===== config.mk =====
export PLATFORM = sky130hd
export DESIGN_NAME = func_dispatcher_seq
export DESIGN_NICKNAME = d
export VERILOG_FILES = /design/src/rtl/func_dispatcher_seq.sv
export SDC_FILE = /design/constraint.sdc
export NUM_CORES = 1
export LEC_CHECK = 0
export BUFFER_PORTS_ARGS = -buffer_cell sky130_fd_sc_hd__buf_2
export CELL_PAD_IN_SITES_DETAIL_PLACEMENT = 1
export CELL_PAD_IN_SITES_GLOBAL_PLACEMENT = 1
export CORE_ASPECT_RATIO = 1.5
export CORE_MARGIN = 1.5
export CORE_UTILIZATION = 50
export CTS_CLUSTER_SIZE = 8
export DETAILED_ROUTE_END_ITERATION = 6
export HOLD_SLACK_MARGIN = 0.1
export PLACE_DENSITY_LB_ADDON = 0.12
export SYNTH_ARGS = -nofsm -noshare
export SYNTH_HDL_FRONTEND = slang
export SYNTH_SLANG_ARGS = --single-unit

===== constraint.sdc =====
create_clock -name Clock -period 5.8 [get_ports Clock]
set_input_delay 0.29 -clock Clock [delete_from_list [all_inputs] [get_ports Clock]]
set_output_delay 0.29 -clock Clock [all_outputs]
set_load 0.01 [all_outputs]

===== src/rtl/func_dispatcher_seq.sv =====
// func_dispatcher_seq
//   Sequential user/function dispatcher. A (User, Func) request taken over a
//   Req/Ready handshake is checked against a runtime-programmable permission
//   table. A grant drives the one-hot Matrix and/or Led output for HOLD_CYCLES
//   cycles. A denial pulses Denied. MAX_FAILS consecutive denials lock the
//   block out for LOCK_CYCLES cycles.
//
//   Ports
//     Clock, Reset_n        : rising-edge clock, synchronous active-low reset
//     Req, User, Func       : request valid / requesting user / function code
//     Ready                 : high only in IDLE; accept on Req && Ready
//     Abort                 : ends ACTIVE early (ignored elsewhere)
//     CfgWe, CfgUser,
//     CfgMatMask, CfgLedMask: permission table write port (bit 0 stored as 0)
//     Matrix, Led           : one-hot drives, bit f = function f
//     Granted, Denied,
//     Locked                : status (grant pulse, deny pulse, lockout level)
//
//   Optional build macro FUNC_DISPATCH_AUDIT_EN adds DenyCount (16-bit
//   saturating denial count) and LastDeniedUser (user of the latest denial).
module func_dispatcher_seq #(
  parameter int USER_W      = 3,
  parameter int FUNC_W      = 3,
  parameter int HOLD_CYCLES = 8,
  parameter int MAX_FAILS   = 3,
  parameter int LOCK_CYCLES = 16
) (
  input  logic                 Clock,
  input  logic                 Reset_n,
  input  logic                 Req,
  input  logic [USER_W-1:0]    User,
  input  logic [FUNC_W-1:0]    Func,
  output logic                 Ready,
  input  logic                 Abort,
  input  logic                 CfgWe,
  input  logic [USER_W-1:0]    CfgUser,
  input  logic [2**FUNC_W-1:0] CfgMatMask,
  input  logic [2**FUNC_W-1:0] CfgLedMask,
  output logic [2**FUNC_W-1:0] Matrix,
  output logic [2**FUNC_W-1:0] Led,
  output logic                 Granted,
  output logic                 Denied,
  output logic                 Locked
`ifdef FUNC_DISPATCH_AUDIT_EN
  ,
  output logic [15:0]          DenyCount,
  output logic [USER_W-1:0]    LastDeniedUser
`endif
);

  localparam int NU     = 2**USER_W;
  localparam int NF     = 2**FUNC_W;
  localparam int HOLD_W = $clog2(HOLD_CYCLES + 1);
  localparam int LOCK_W = $clog2(LOCK_CYCLES + 1);
  localparam int FAIL_W = $clog2(MAX_FAILS + 1);
  localparam logic [NF-1:0] BIT0_CLR = {{(NF-1){1'b1}}, 1'b0};

  typedef enum logic [2:0] {IDLE, CHECK, ACTIVE, DENY, LOCKED} state_t;

  state_t              state, state_nxt;
  logic [USER_W-1:0]   user_p0;
  logic [FUNC_W-1:0]   func_p0;
  logic [NF-1:0]       mat_tbl [NU];
  logic [NF-1:0]       led_tbl [NU];
  logic                mat_bit, led_bit, grant;
  logic [HOLD_W-1:0]   hold_cnt;
  logic [LOCK_W-1:0]   lock_cnt;
  logic [FAIL_W-1:0]   fail_cnt;

  // Reset-time permission masks; codes beyond the table width are dropped.
  function automatic logic [NF-1:0] dflt_mask(input int u, input logic is_mat);
    logic [NF-1:0] m;
    m = '0;
    for (int f = 1; f < NF; f++) begin
      if (is_mat) begin
        if (u == 5) m[f] = 1'b1;
        if (u == 3) m[f] = (f == 1) || (f == 2) || (f == 3) || (f == 4) || (f == 6);
      end else begin
        if (u == 1) m[f] = (f == 1) || (f == 3) || (f == 4) || (f == 6);
        if (u == 6) m[f] = (f == 1) || (f == 6);
      end
    end
    return m;
  endfunction

  function automatic logic [FAIL_W-1:0] fail_sat_inc(input logic [FAIL_W-1:0] c);
    return (c == FAIL_W'(MAX_FAILS)) ? c : c + FAIL_W'(1);
  endfunction

  // Stage 0: accept and latch the request
  always_ff @(posedge Clock) begin
    if (state == IDLE && Req) begin
      user_p0 <= User;
      func_p0 <= Func;
    end
  end

  always_ff @(posedge Clock) begin
    if (!Reset_n) begin
      for (int u = 0; u < NU; u++) begin
        mat_tbl[u] <= dflt_mask(u, 1'b1);
        led_tbl[u] <= dflt_mask(u, 1'b0);
      end
    end else if (CfgWe) begin
      mat_tbl[CfgUser] <= CfgMatMask & BIT0_CLR;
      led_tbl[CfgUser] <= CfgLedMask & BIT0_CLR;
    end
  end

  // Stage 1: permission check; a same-cycle table write lands after this read
  always_comb begin
    mat_bit = mat_tbl[user_p0][func_p0];
    led_bit = led_tbl[user_p0][func_p0];
    grant   = (func_p0 != '0) && (mat_bit || led_bit);
  end

  always_ff @(posedge Clock) begin
    if (!Reset_n) state <= IDLE;
    else          state <= state_nxt;
  end

  always_comb begin
    state_nxt = state;
    case (state)
      IDLE:    if (Req) state_nxt = CHECK;
      CHECK:   state_nxt = grant ? ACTIVE : DENY;
      ACTIVE:  if (Abort || hold_cnt == '0) state_nxt = IDLE;
      DENY:    state_nxt = (fail_cnt == FAIL_W'(MAX_FAILS)) ? LOCKED : IDLE;
      LOCKED:  if (lock_cnt == '0) state_nxt = IDLE;
      default: state_nxt = IDLE;
    endcase
  end

  always_comb begin
    Ready  = (state == IDLE);
    Denied = (state == DENY);
    Locked = (state == LOCKED);
  end

  // Stage 2: registered drives and the hold / lockout / fail counters
  always_ff @(posedge Clock) begin
    if (!Reset_n) begin
      Matrix   <= '0;
      Led      <= '0;
      Granted  <= 1'b0;
      hold_cnt <= '0;
      lock_cnt <= '0;
      fail_cnt <= '0;
    end else begin
      Granted <= (state == CHECK) && grant;
      case (state)
        CHECK: begin
          if (grant) begin
            Matrix   <= {{(NF-1){1'b0}}, mat_bit} << func_p0;
            Led      <= {{(NF-1){1'b0}}, led_bit} << func_p0;
            hold_cnt <= HOLD_W'(HOLD_CYCLES - 1);
            fail_cnt <= '0;
          end else begin
            fail_cnt <= fail_sat_inc(fail_cnt);
          end
        end
        ACTIVE: begin
          if (state_nxt == IDLE) begin
            Matrix <= '0;
            Led    <= '0;
          end else begin
            hold_cnt <= hold_cnt - HOLD_W'(1);
          end
        end
        DENY:   lock_cnt <= LOCK_W'(LOCK_CYCLES - 1);
        LOCKED: begin
          if (lock_cnt == '0) fail_cnt <= '0;
          else                lock_cnt <= lock_cnt - LOCK_W'(1);
        end
        default: ;
      endcase
    end
  end

`ifdef FUNC_DISPATCH_AUDIT_EN
  function automatic logic [15:0] cnt16_sat_inc(input logic [15:0] c);
    return (c == 16'hFFFF) ? c : c + 16'd1;
  endfunction

  always_ff @(posedge Clock) begin
    if (!Reset_n) begin
      DenyCount      <= '0;
      LastDeniedUser <= '0;
    end else if (state == CHECK && !grant) begin
      DenyCount      <= cnt16_sat_inc(DenyCount);
      LastDeniedUser <= user_p0;
    end
  end
`endif

endmodule

==> flow_summary.yaml <==
outcome:
  status: "finished, final reports clean"
finish:
  fillCellCount: 1361
  final_cell_mix: "edfxtp_1, and2_1, buf_2, dfxtp_1, nand2_1"
  drive_above_1_share: 0.203
  final_common_cell: "edfxtp_1"
  final_nets: 628
  area_growth_pct: 14.1
  antenna_cells: 0
global_route:
  grt_max_degree: 36
  grt.overflow.total: 0
  grt_pass1_wl_mm: 28.6
  antenna_found_initial: 0
  grt_pass1_vias: 4993
  grtUsageTotal: 0.267
clock_tree:
  cts-root-buf: "clkbuf_16"
  cts_inserted_buffers: 17
  ctsHtreeMaxLevel: 4
  clockBufferDepth: 2
  tritoncts: "done"
  clk_pin_slew_ps: 60
  cts.sinks: 152
  clk_latency_ps: 420
worst_hold_path:
  min-delay-start: "CfgLedMask[3]"
  worst_hold_path_type: "in2reg"
sta:
  worst_slew_pin_slew_ps: 1230
  hold_viol: 0
  fin_skew_ps: 7.23
  fmax_mhz: 274
  maxSlewViolCount: 0
  slew_headroom: 0.177
  hold_slack_ps: 214
  fin_tns_setup_ps: 0
  period_share: 0.628
  setup_viol: 0
  min_period_ps: 3640
  worst_slack_ps: 2160
  grt_setup_unrepaired: "false"
die:
  die_y_microns: 148
  die-area_sq_mm: 0.0147
  placement_rows: 52
  die_w_microns: 99.6
  start_util: 0.515
  core_sq_mm: 0.0136
  ios: 50
logic_synthesis:
  syn-num-nets: 579
  synth.yosys.seq_area_share: 0.604
  netlist_instances: 545
  syn_avg_cell_area_sq_um: 12.8
  synth_edf_count: 118
  synth_cell_types: 52
  syn_area_sq_mm: 0.00700
  ys_ff_latch: 152
  async_reset_ff_frac: 0
  synth_warnings: 0
  synth_ff_type: "edfxtp_1"
route:
  vias: 4553
  drt-total-wl_mm: 18.2
  drt_iter0_markers: 169
  ant_nets: 0
  avgRoutedWirePerCell_microns: 23.7
  first_pass_iters: 4
  via_per_inst: 5.93
  drc: 0
job:
  drv_cap: 0
power:
  leakagePower_nw: 2.89
  ir_worst_vdd_mv: 0.232
  pwr_density_cell_mw_per_mm2: 332
place:
  dp_hpwl_mm: 12.0
  gp_congestion: 0.805
  place_ws_ps: 2200
  numPortBuffers: 47
critical_path:
  path_max_fanout: 24
  cp.arrival_ps: 3910
  worstPathRequired_ps: 6070
  crit_type: "reg2reg"
  end_kind: "register"
  cp-start-kind: "register"
state kept, by name (all words and copies together), names as in the netlist, named ones only:
signal,cells
user_p0,3
state,3
func_p0,3
hold_cnt,4
mat_tbl,56
lock_cnt,5
Matrix,8
fail_cnt,2
led_tbl,56
Led,8
Granted,1
routing by layer:
| layer | global-route usage | vias up | routed length [microns] | part of all wire |
|---|---|---|---|---|
| met5 | 0 | - | 0 | 0 |
| met4 | 0.107 | 0 | 406 | 0.022 |
| met3 | 0.0463 | 21 | 554 | 0.030 |
| met2 | 0.504 | 97 | 10300 | 0.57 |
| met1 | 0.293 | 2325 | 6940 | 0.38 |
| li1 | - | 2110 | - | - |
synthesized netlist by cell type, types with 5 or more instances:
| master | count | area [sq um] |
|---|---|---|
| nor3_1 | 10 | 50.1 |
| mux4_2 | 20 | 450 |
| nand3_1 | 24 | 120 |
| o21ai_0 | 13 | 65.1 |
| nor2b_1 | 7 | 43.8 |
| mux2i_1 | 23 | 230 |
| dfxtp_1 | 34 | 681 |
| a21oi_1 | 5 | 25.0 |
| inv_1 | 9 | 33.8 |
| nand2_1 | 32 | 120 |
| clkbuf_1 | 20 | 75.1 |
| and2_1 | 96 | 601 |
| o22ai_1 | 7 | 43.8 |
| nand2b_1 | 13 | 81.3 |
| nor2_1 | 25 | 93.8 |
| or3_1 | 15 | 93.8 |
| edfxtp_1 | 118 | 3540 |
| mux2_2 | 9 | 101 |
| buf_2 | 5 | 25.0 |
cells by family after synthesis:
family / count (synthesis) / share of synthesized area
AOI/OAI and AO/OA: 51 / 0.0495
xor gates and xnor gates: 4 / 0.00501
adders and majority gates: 4 / 0.00715
buffers and inverters: 38 / 0.0256
DFF: 152 / 0.604
muxes: 52 / 0.112
and+or+nand+nor: 244 / 0.197
final cells by class:
type                    instances  area, sq um  share of cell area
well taps                     162          203              0.0254
multi-input cells             355         2620               0.328
clock inverters                11          131              0.0165
repair buffers                 59          340              0.0426
clock buffers                  20          437              0.0547
flip-flops and latches        152         4220               0.529
inverters                       9         33.8             0.00423
repair_timing:
item	in CTS	in global routing
endpoints found under the hold margin	6	0
resized for setup	0	0
hold buffers	6	0
buffers inserted	0	0
through the flow:
| stage | cell area (sq um) | std cells | power (mW) | utilization |
|---|---|---|---|---|
| 2_1_floorplan | 7000 | 545 | 1.49 | - |
| 3_3_place_gp | 7360 | 731 | 1.57 | 0.541 |
| 3_5_place_dp | 7360 | 731 | 1.58 | 0.541 |
| 5_1_grt | 7990 | 768 | 2.74 | 0.587 |
| 6_report | 7990 | 768 | 2.65 | 0.587 |
| 4_1_cts | 7990 | 768 | 2.67 | 0.587 |
power by group:
| group | total, mW | switching [mW] | internal [mW] |
|---|---|---|---|
| logic | 0.281 | 0.163 | 0.118 |
| clock network | 1.08 | 0.417 | 0.666 |
| registers | 1.29 | 0.0473 | 1.24 |
| total | 2.65 | 0.627 | 2.02 |
worst max-delay path, stage by stage, from the launching register on:
cell     delay (ps)
dfxtp_1         940
buf_4           480
mux4_2          380
a31oi_1         190
nand3_1          90
a211o_1         330
nand3_2         140
nand2_2         130
a22o_1          550
mux2i_1         230
final timing paths:
check	endpoint	slack [ps]	cells after the start
worst max-delay path	Led[6]	2160	9
worst min-delay path	led_tbl[1][2]	210	2
worst max register to register	Led[6]	2160	9
worst min register to register	Led[7]	450	2
Power figures use the tool's default switching activity.
